### src/rtl/mem_access.sv
// MEM1 pipeline stage: alignment checks, data bus req/ack handshake,
// store formatting, load extraction and the MEM1/MEM2 registers.
package mem_access_pkg;
  typedef enum logic [3:0] {
    MEM_NOP, MEM_LB, MEM_LBU, MEM_LH, MEM_LHU,
    MEM_LW, MEM_SB, MEM_SH, MEM_SW
  } mem_oper_t;

  typedef enum logic [3:0] {
    NO_TRAP,
    INSTR_ADDR_MISALIGNED,
    ILLEGAL_INSTR,
    LOAD_ADDR_MISALIGNED,
    STORE_ADDR_MISALIGNED,
    ECALL_M
  } exc_t;
endpackage

module mem_access
  import mem_access_pkg::*;
(
  input  logic        clk_i,
  input  logic        rst_i,
  input  logic [31:0] pc_i,
  input  logic [31:0] alu_result_i,
  input  logic [31:0] alu_oper2_i,
  input  mem_oper_t   mem_oper_i,
  input  logic [31:0] csr_wdata_i,
  input  logic [11:0] csr_waddr_i,
  input  logic        csr_we_i,
  input  logic        is_csr_i,
  input  exc_t        trap_i,
  input  logic        instr_valid_i,
  input  logic        write_rd_i,
  input  logic [4:0]  rd_addr_i,
  input  logic        stall_i,
  input  logic        flush_i,
  output logic        dbus_req_o,
  output logic        dbus_we_o,
  output logic [31:0] dbus_addr_o,
  output logic [3:0]  dbus_wsel_o,
  output logic [31:0] dbus_wdata_o,
  input  logic        dbus_ack_i,
  input  logic [31:0] dbus_rdata_i,
  output logic        stall_req_o,
  output logic [31:0] rd_data_o,
  output logic [31:0] mem_addr_o,
  output logic [31:0] csr_wdata_o,
  output logic [11:0] csr_waddr_o,
  output logic        csr_we_o,
  output logic        is_csr_o,
  output exc_t        trap_o,
  output logic [31:0] pc_o,
  output logic        instr_valid_o,
  output logic        write_rd_o,
  output logic [4:0]  rd_addr_o
);

  typedef enum logic [1:0] {
    S_IDLE, S_WAIT, S_DONE, S_DRAIN
  } state_t;

  state_t state_q, state_d;

  logic        is_load, is_store;
  logic        is_half, is_word;
  logic        misalign, mem_op;
  logic        access_en, mis_trap;
  logic [3:0]  wsel_c;
  logic [31:0] wdata_c;
  logic        req_c, stall_c, cap_c;

  logic        we_q;
  logic [31:0] addr_q, wdata_q, rdata_q;
  logic [3:0]  wsel_q;

  logic [31:0] word, shifted, load_val;
  logic [31:0] rd_data_d;
  exc_t        trap_d;
  logic        write_rd_d;

  logic [31:0] pc_q, rd_data_q, mem_addr_q;
  logic [31:0] csr_wdata_q;
  logic [11:0] csr_waddr_q;
  logic        csr_we_q, is_csr_q;
  exc_t        trap_q;
  logic        valid_q, write_rd_q;
  logic [4:0]  rd_addr_q;

  always_comb begin
    is_load  = 1'b0;
    is_store = 1'b0;
    is_half  = 1'b0;
    is_word  = 1'b0;
    unique case (mem_oper_i)
      MEM_LB, MEM_LBU: is_load = 1'b1;
      MEM_LH, MEM_LHU: begin
        is_load = 1'b1;
        is_half = 1'b1;
      end
      MEM_LW: begin
        is_load = 1'b1;
        is_word = 1'b1;
      end
      MEM_SB: is_store = 1'b1;
      MEM_SH: begin
        is_store = 1'b1;
        is_half  = 1'b1;
      end
      MEM_SW: begin
        is_store = 1'b1;
        is_word  = 1'b1;
      end
      default: ;
    endcase
  end

  assign misalign = (is_half & alu_result_i[0])
                  | (is_word & (alu_result_i[1:0] != 2'b00));

  // Reset gates the request so it drops in the same cycle.
  assign mem_op = instr_valid_i & (is_load | is_store)
                & (trap_i == NO_TRAP) & ~flush_i & ~rst_i;

  assign access_en = mem_op & ~misalign;
  assign mis_trap  = mem_op & misalign;

  always_comb begin
    wsel_c  = 4'b1111;
    wdata_c = alu_oper2_i;
    unique case (1'b1)
      (mem_oper_i == MEM_SB): begin
        wsel_c  = 4'b0001 << alu_result_i[1:0];
        wdata_c = {4{alu_oper2_i[7:0]}};
      end
      (mem_oper_i == MEM_SH): begin
        wsel_c  = alu_result_i[1] ? 4'b1100 : 4'b0011;
        wdata_c = {2{alu_oper2_i[15:0]}};
      end
      default: ;
    endcase
  end

  always_comb begin
    state_d = state_q;
    req_c   = 1'b0;
    stall_c = 1'b0;
    cap_c   = 1'b0;
    unique case (state_q)
      S_IDLE: begin
        req_c = access_en;
        if (access_en) begin
          if (dbus_ack_i) begin
            if (stall_i) begin
              cap_c   = 1'b1;
              state_d = S_DONE;
            end
          end else begin
            stall_c = 1'b1;
            state_d = S_WAIT;
          end
        end
      end
      S_WAIT: begin
        req_c   = 1'b1;
        stall_c = ~dbus_ack_i;
        if (dbus_ack_i) begin
          cap_c   = 1'b1;
          state_d = (stall_i & ~flush_i) ? S_DONE : S_IDLE;
        end else if (flush_i) begin
          state_d = S_DRAIN;
        end
      end
      S_DONE: begin
        if (flush_i | ~stall_i) state_d = S_IDLE;
      end
      S_DRAIN: begin
        req_c   = 1'b1;
        stall_c = 1'b1;
        if (dbus_ack_i) state_d = S_IDLE;
      end
      default: state_d = S_IDLE;
    endcase
  end

  always_ff @(posedge clk_i) begin
    if (rst_i) state_q <= S_IDLE;
    else       state_q <= state_d;
  end

  // Request fields are latched so they stay stable until the ack.
  always_ff @(posedge clk_i) begin
    if (state_q == S_IDLE && access_en && !dbus_ack_i) begin
      we_q    <= is_store;
      addr_q  <= {alu_result_i[31:2], 2'b00};
      wsel_q  <= is_store ? wsel_c : 4'b1111;
      wdata_q <= wdata_c;
    end
    if (cap_c) rdata_q <= dbus_rdata_i;
  end

  always_comb begin
    if (state_q == S_IDLE) begin
      dbus_we_o    = is_store;
      dbus_addr_o  = {alu_result_i[31:2], 2'b00};
      dbus_wsel_o  = is_store ? wsel_c : 4'b1111;
      dbus_wdata_o = wdata_c;
    end else begin
      dbus_we_o    = we_q;
      dbus_addr_o  = addr_q;
      dbus_wsel_o  = wsel_q;
      dbus_wdata_o = wdata_q;
    end
  end

  assign dbus_req_o  = req_c;
  assign stall_req_o = stall_c;

  assign word    = (state_q == S_DONE) ? rdata_q : dbus_rdata_i;
  assign shifted = word >> {alu_result_i[1:0], 3'b000};

  always_comb begin
    load_val = word;
    unique case (mem_oper_i)
      MEM_LB:  load_val = {{24{shifted[7]}}, shifted[7:0]};
      MEM_LBU: load_val = {24'h0, shifted[7:0]};
      MEM_LH:  load_val = {{16{shifted[15]}}, shifted[15:0]};
      MEM_LHU: load_val = {16'h0, shifted[15:0]};
      default: load_val = word;
    endcase
  end

  always_comb begin
    rd_data_d  = is_load ? load_val : alu_result_i;
    trap_d     = trap_i;
    write_rd_d = write_rd_i;
    if (mis_trap) begin
      trap_d     = is_load ? LOAD_ADDR_MISALIGNED
                           : STORE_ADDR_MISALIGNED;
      write_rd_d = 1'b0;
    end
  end

  always_ff @(posedge clk_i) begin
    if (rst_i || flush_i) begin
      valid_q    <= 1'b0;
      write_rd_q <= 1'b0;
      csr_we_q   <= 1'b0;
      is_csr_q   <= 1'b0;
      trap_q     <= NO_TRAP;
    end else if (!stall_i) begin
      if (stall_c) begin
        valid_q    <= 1'b0;
        write_rd_q <= 1'b0;
        csr_we_q   <= 1'b0;
        is_csr_q   <= 1'b0;
        trap_q     <= NO_TRAP;
      end else begin
        valid_q     <= instr_valid_i;
        write_rd_q  <= write_rd_d;
        csr_we_q    <= csr_we_i;
        is_csr_q    <= is_csr_i;
        trap_q      <= trap_d;
        pc_q        <= pc_i;
        rd_data_q   <= rd_data_d;
        mem_addr_q  <= alu_result_i;
        csr_wdata_q <= csr_wdata_i;
        csr_waddr_q <= csr_waddr_i;
        rd_addr_q   <= rd_addr_i;
      end
    end
  end

  assign instr_valid_o = valid_q;
  assign write_rd_o    = write_rd_q;
  assign csr_we_o      = csr_we_q;
  assign is_csr_o      = is_csr_q;
  assign trap_o        = trap_q;
  assign pc_o          = pc_q;
  assign rd_data_o     = rd_data_q;
  assign mem_addr_o    = mem_addr_q;
  assign csr_wdata_o   = csr_wdata_q;
  assign csr_waddr_o   = csr_waddr_q;
  assign rd_addr_o     = rd_addr_q;

endmodule

### config.mk
export PLATFORM = sky130hd
export DESIGN_NAME = mem_access
export DESIGN_NICKNAME = d
export VERILOG_FILES = /design/src/rtl/mem_access.sv
export SDC_FILE = /design/constraint.sdc
export NUM_CORES = 1
export LEC_CHECK = 0
export ABC_CLOCK_PERIOD_IN_PS = 7400
export CORE_MARGIN = 2
export CORE_UTILIZATION = 39
export CTS_CLUSTER_SIZE = 30
export DETAILED_ROUTE_END_ITERATION = 10
export PLACE_DENSITY = 0.84
export REMOVE_ABC_BUFFERS = 1
export SYNTH_ARGS = -nofsm -noshare
export SYNTH_HDL_FRONTEND = slang
export SYNTH_SLANG_ARGS = --single-unit
### constraint.sdc
create_clock -name clk_i -period 7.4 [get_ports clk_i]
set_clock_uncertainty 0.15 [all_clocks]
set_input_delay 1.48 -clock clk_i [delete_from_list [all_inputs] [get_ports clk_i]]
set_output_delay 1.48 -clock clk_i [all_outputs]
set_load 0.05 [all_outputs]
==> impl_metrics.ini <==
[clock_network]
cts-buffers-inserted = 28
postCtsSetupBuffers = 0
ctsHoldBuffers = 0
insertion_delay_ps = 530
clockBufferDepth = 3
root_buffer = clkbuf_16
htree_levels = 1
cts.sinks = 254
tritoncts = yes
post_cts_resized = 0
path_clk_slew_ps = 60

[floorplan]
dieArea_mm2 = 0.0282
die_w_um = 168
core_mm2 = 0.0267
rows = 60
start_util = 0.393
ios = 418
dieHeight_um = 168

[logic_synthesis]
synth_edf_count = 244
syn_area_per_cell_um2 = 14.4
synth_top_family_by_area = simple AND/OR/NAND/NOR gates
yosys_warnings = 0
ys_seq_area_frac = 0.718
ys_top_cells_by_area = edfxtp_1, nand2_1, mux2_2
synth-simple-area-share = 0.0975
synthFlopType = edfxtp_1
synth-xor-area-share = 0
ys_ff_latch = 254
synth_cell_types = 59
syn_area_mm2 = 0.0105
synth_top_cell_by_area = edfxtp_1
netlist.area_leader.share = 0.699
synth_compound_area_frac = 0.0772
yosys-top-cells-count = edfxtp_1, nand2_1, mux2_2, mux2i_1, clkbuf_1
ys_async_sr_fraction = 0
synthAdderAreaFrac = 0
yosys.cell_count.top_type = edfxtp_1
postSynthCellCount = 730
post_synth_mux_area_share = 0.0865

[timing]
finalCritPeriodShare = 0.855
fin_crit_ps = 6330
setup_violations = 0
slew_violations = 0
setup_ws_ps = 1070
fmax_mhz = 158
grt_setup_unrepaired = false
finalSetupTns_ps = 0
hold_viol = 0
slew_headroom = 0.247
worst_pin_slew_ps = 1130
holdWs_ps = 328

[flow_run]
maxCapViolCount = 0

[global_route]
overflow = 0
grt_pass1_vias = 7767
grtUsageTotal = 0.217
grt_first_pass_wirelength_um = 47100
grt_max_degree = 70
antenna_found_initial = 0

[power_and_ir_drop]
leakagePower_nw = 5.58
total_power_mw = 3.55
vdd_drop_max_mv = 0.147
p_per_area_mw_per_mm2 = 223

[route]
routed_via_density = 5.18
antenna_left = 0
dr.pass1.iters = 5
drc = 0
vias = 7811
routedWlPerCell_um = 21.5
postRouteWirelength_um = 32400
drt_iter0_markers = 582

[placement]
dp.cells = 1458
pre_cts_ws_ps = 1090
dp_hpwl_um = 23200
port_buffers = 415
gp_congestion = 0.800

[cells_and_area]
layout.cells.non_filler = 1509
layout-drive-gt1-share = 0.101
fillers = 2031
antenna_cells = 0
syn_to_final_growth_pct = 51.7
nets = 1341

[setup_path]
path_max_fanout = 13
cp-end-kind = output pin
required_ps = 5770
start_kind = input port
crit_type = input port to output pin
arrival_ps = 4700

[worst_hold_path]
hold_path.class = flop to flop

[status]
status = completed
routing by layer:
| metal | track usage | vias to the layer above | wire, um |
|---|---|---|---|
| li1 | - | 3565 | - |
| met4 | 0.0877 | 0 | 1280 |
| met5 | 0 | - | 0 |
| met2 | 0.377 | 389 | 16100 |
| met3 | 0.0421 | 81 | 2240 |
| met1 | 0.267 | 3776 | 12800 |
flip-flops by register name, summed over array words and instances (netlist names):
| register | flops |
|---|---|
| addr_q | 30 |
| csr_waddr_o | 12 |
| csr_wdata_o | 32 |
| csr_we_o | 1 |
| instr_valid_o | 1 |
| is_csr_o | 1 |
| mem_addr_o | 32 |
| pc_o | 32 |
| rd_addr_o | 5 |
| rd_data_o | 32 |
| rdata_q | 32 |
| state_q | 2 |
| trap_o | 4 |
| wdata_q | 32 |
| we_q | 1 |
| write_rd_o | 1 |
| wsel_q | 4 |
final timing paths:
kind / startpoint / endpoint / slack (ps) / depth (start not counted)
worst max-delay path: mem_oper_i[1] / stall_req_o / 1070 / 7
worst min-delay path: write_rd_o / write_rd_o / 330 / 1
worst max register to register: state_q[1] / pc_o[23] / 3810 / 6
worst min register to register: write_rd_o / write_rd_o / 330 / 1
report_power, final:
group	switching [mW]	leakage (nW)	internal, mW
registers	0.0113	2.31	1.62
logic	0.361	2.84	0.235
clock network	0.562	0.436	0.759
total	0.935	5.58	2.62
worst max-delay path, stage by stage:
cell and delay, ps:
clkdlybuf4s50_1 670, nor3_2 560, nand2_1 220, a21oi_1 580, a31o_2 280, and2_1 120
clkdlybuf4s50_1 790
cells in the final DEF, fill, tap and decap left out, drive strengths merged, types with 4 or more instances in the layout:
cell           netlist  routed
inv                  6       8
dfxtp               10      10
a22o                 7       7
mux2                41      41
clkinv               0       9
nor3b                4       4
o22a                17      17
a21oi               18      18
o211ai               7       7
nand2              165     165
a31oi                6       6
nor3                 5       5
mux2i               40      40
a31o                 4       4
o2bb2ai              5       5
o22ai                7       7
a22oi                8       8
clkbuf              28      39
clkdlybuf4s50        0     415
nor2                27      27
buf                 13      12
nor2b               15      15
o21ai               16      16
edfxtp             244     244
cell type report:
type                       instances  area, um^2  share of cell area
clock inverter                    12        80.1             0.00504
timing repair buffer             427        4240               0.267
tap                              341         427              0.0268
multi-input combinational        430        2800               0.176
inverter                           6        22.5             0.00142
clock buffer                      39         803              0.0505
sequential                       254        7530               0.473
cell families after synthesis:
kind of cell / after synthesis
flip-flops: 254
AND/OR/NAND/NOR: 236
AO/OA/AOI/OAI: 109
multiplexers: 83
buffers and inverters: 47
other: 1
per-stage QoR:
step                      instance area [um^2]  utilization
after global placement                   15000        0.564
final                                    15900        0.597
after global routing                     15900        0.597
after CTS                                15900        0.597
after detailed placement                 15000        0.564
after floorplan                          10300            -
(Power assumes the default switching activity.)
==> RTL change, RTL diff (same settings) <==
Make the reset (`rst_i`) asynchronous in one clocked block.
--- a/src/rtl/mem_access.sv
+++ b/src/rtl/mem_access.sv
@@ -183,7 +183,7 @@
     endcase
   end
 
-  always_ff @(posedge clk_i) begin
+  always_ff @(posedge clk_i or posedge rst_i) begin
     if (rst_i) state_q <= S_IDLE;
     else       state_q <= state_d;
   end
Function: differs if rst_i is asserted again (counterexample within 4 cycles, from zero or initial values and one cycle with rst_i high); with rst_i held inactive, the same outputs for 4 cycles.
==> RTL change against the original RTL <==
Die area grew 0.75%. Wire length grew 0.19%. Power grew 2.5%. Sequential cell count is the same. Cell count grew 5.0%. Via count grew 4.7%. Critical path depth grew 1. Design area grew 0.14%. Global-route usage grew 0.064 points. Worst setup slack gained 0.25 ns. Area after synthesis grew 0.76%. Synthesized cell count grew 12%. Largest cell class unchanged. Largest power group unchanged. Highest routed layer unchanged.
==> RTL change: results (changes against the original RTL) <==
| Metric | Value |
|---|---|
| Status | completed |
| Multi-input gate area in the final layout | 0.00282 sq mm (+0.76%) |
| Wire length per cell | 20.5 um (-4.5%) |
| Metal3 WL | 2.78 mm (+24%) |
| Nets | 1,420 (+5.9%) |
| Hold path startpoint | csr_we_o |
| RePlAce Congestion | 0.866 (+8.2%) |
| Multi-input gate count | 505 (+17%) |
| Via/cell ratio | 5.16 (-0.23%) |
| Internal | 2.64 mW (+0.98%) |
| Global-route track usage on met2 | 38.1% (+0.38 points) |
| DP HPWL | 23.1 mm (-0.55%) |
| Minimum hold slack | 0.323 ns (-0.00494 ns) |
| Utilization after layout | 59.4% (-0.25 points) |
| Commonest cells post-synth | 244 x edfxtp_1, 229 x nand2_1, 51 x nor2_1 |
| M1 WL | 12.1 mm (-4.8%) |
| CP max stage delay | 0.72 ns (-0.07 ns) |
| Placed Cells | 1,537 (+5.4%) |
| CP max FO | 27 (+14) |
| Fill cell count | 2,119 (+4.3%) |
| Arr. time, crit path | 4.44 ns (-0.26 ns) |
| Area contributors post-synth | edfxtp_1 69%, nand2_1 8.1%, mux2i_1 3.7% |
| Share of cells above drive strength 1 | 8.45% (-1.6 points) |
| Async S/R FF share, synth | 0.787% (+0.79 points) |
| Repair and plain buffers | 429 (+0.47%) |
| Sequential share of the synthesized area | 71.4% (-0.45 points) |
| Mean Syn Cell Area | 13.0 sq um (-9.7%) |
## RTL change: cell types whose count changed after synthesis, moves of 10 or more
cell / unedited run / this run
a21oi_1: 18 / 38
nand2_1: 165 / 229
a21oi_2: 0 / 10
nor2_1: 26 / 51
mux2_2: 41 / 27
o22a_1: 17 / 1
## RTL change: cell families (layout without fill, tap and decap cells)
family | Yosys count | in the layout | synth area share (%)
AOI/OAI and AO/OA | 121 | 121 | 7.51
xor gates and xnor gates | 1 | 1 | 0.0829
buffers and inverters | 57 | 483 | 2.35
DFF | 254 | 254 | 71.4
muxes | 66 | 66 | 6.57
other | 1 | 3 | 0.0355
and+or+nand+nor | 315 | 315 | 12.1
## RTL change: power by group through the flow
stage	Combinational, mW	Sequential [mW]	Clock, mW
finish	0.694	1.63	1.31
floorplan	0.251	1.80	0
global route	0.728	1.64	1.39
global placement	0.684	1.66	0
detailed placement	0.692	1.67	0
CTS	0.695	1.64	1.34
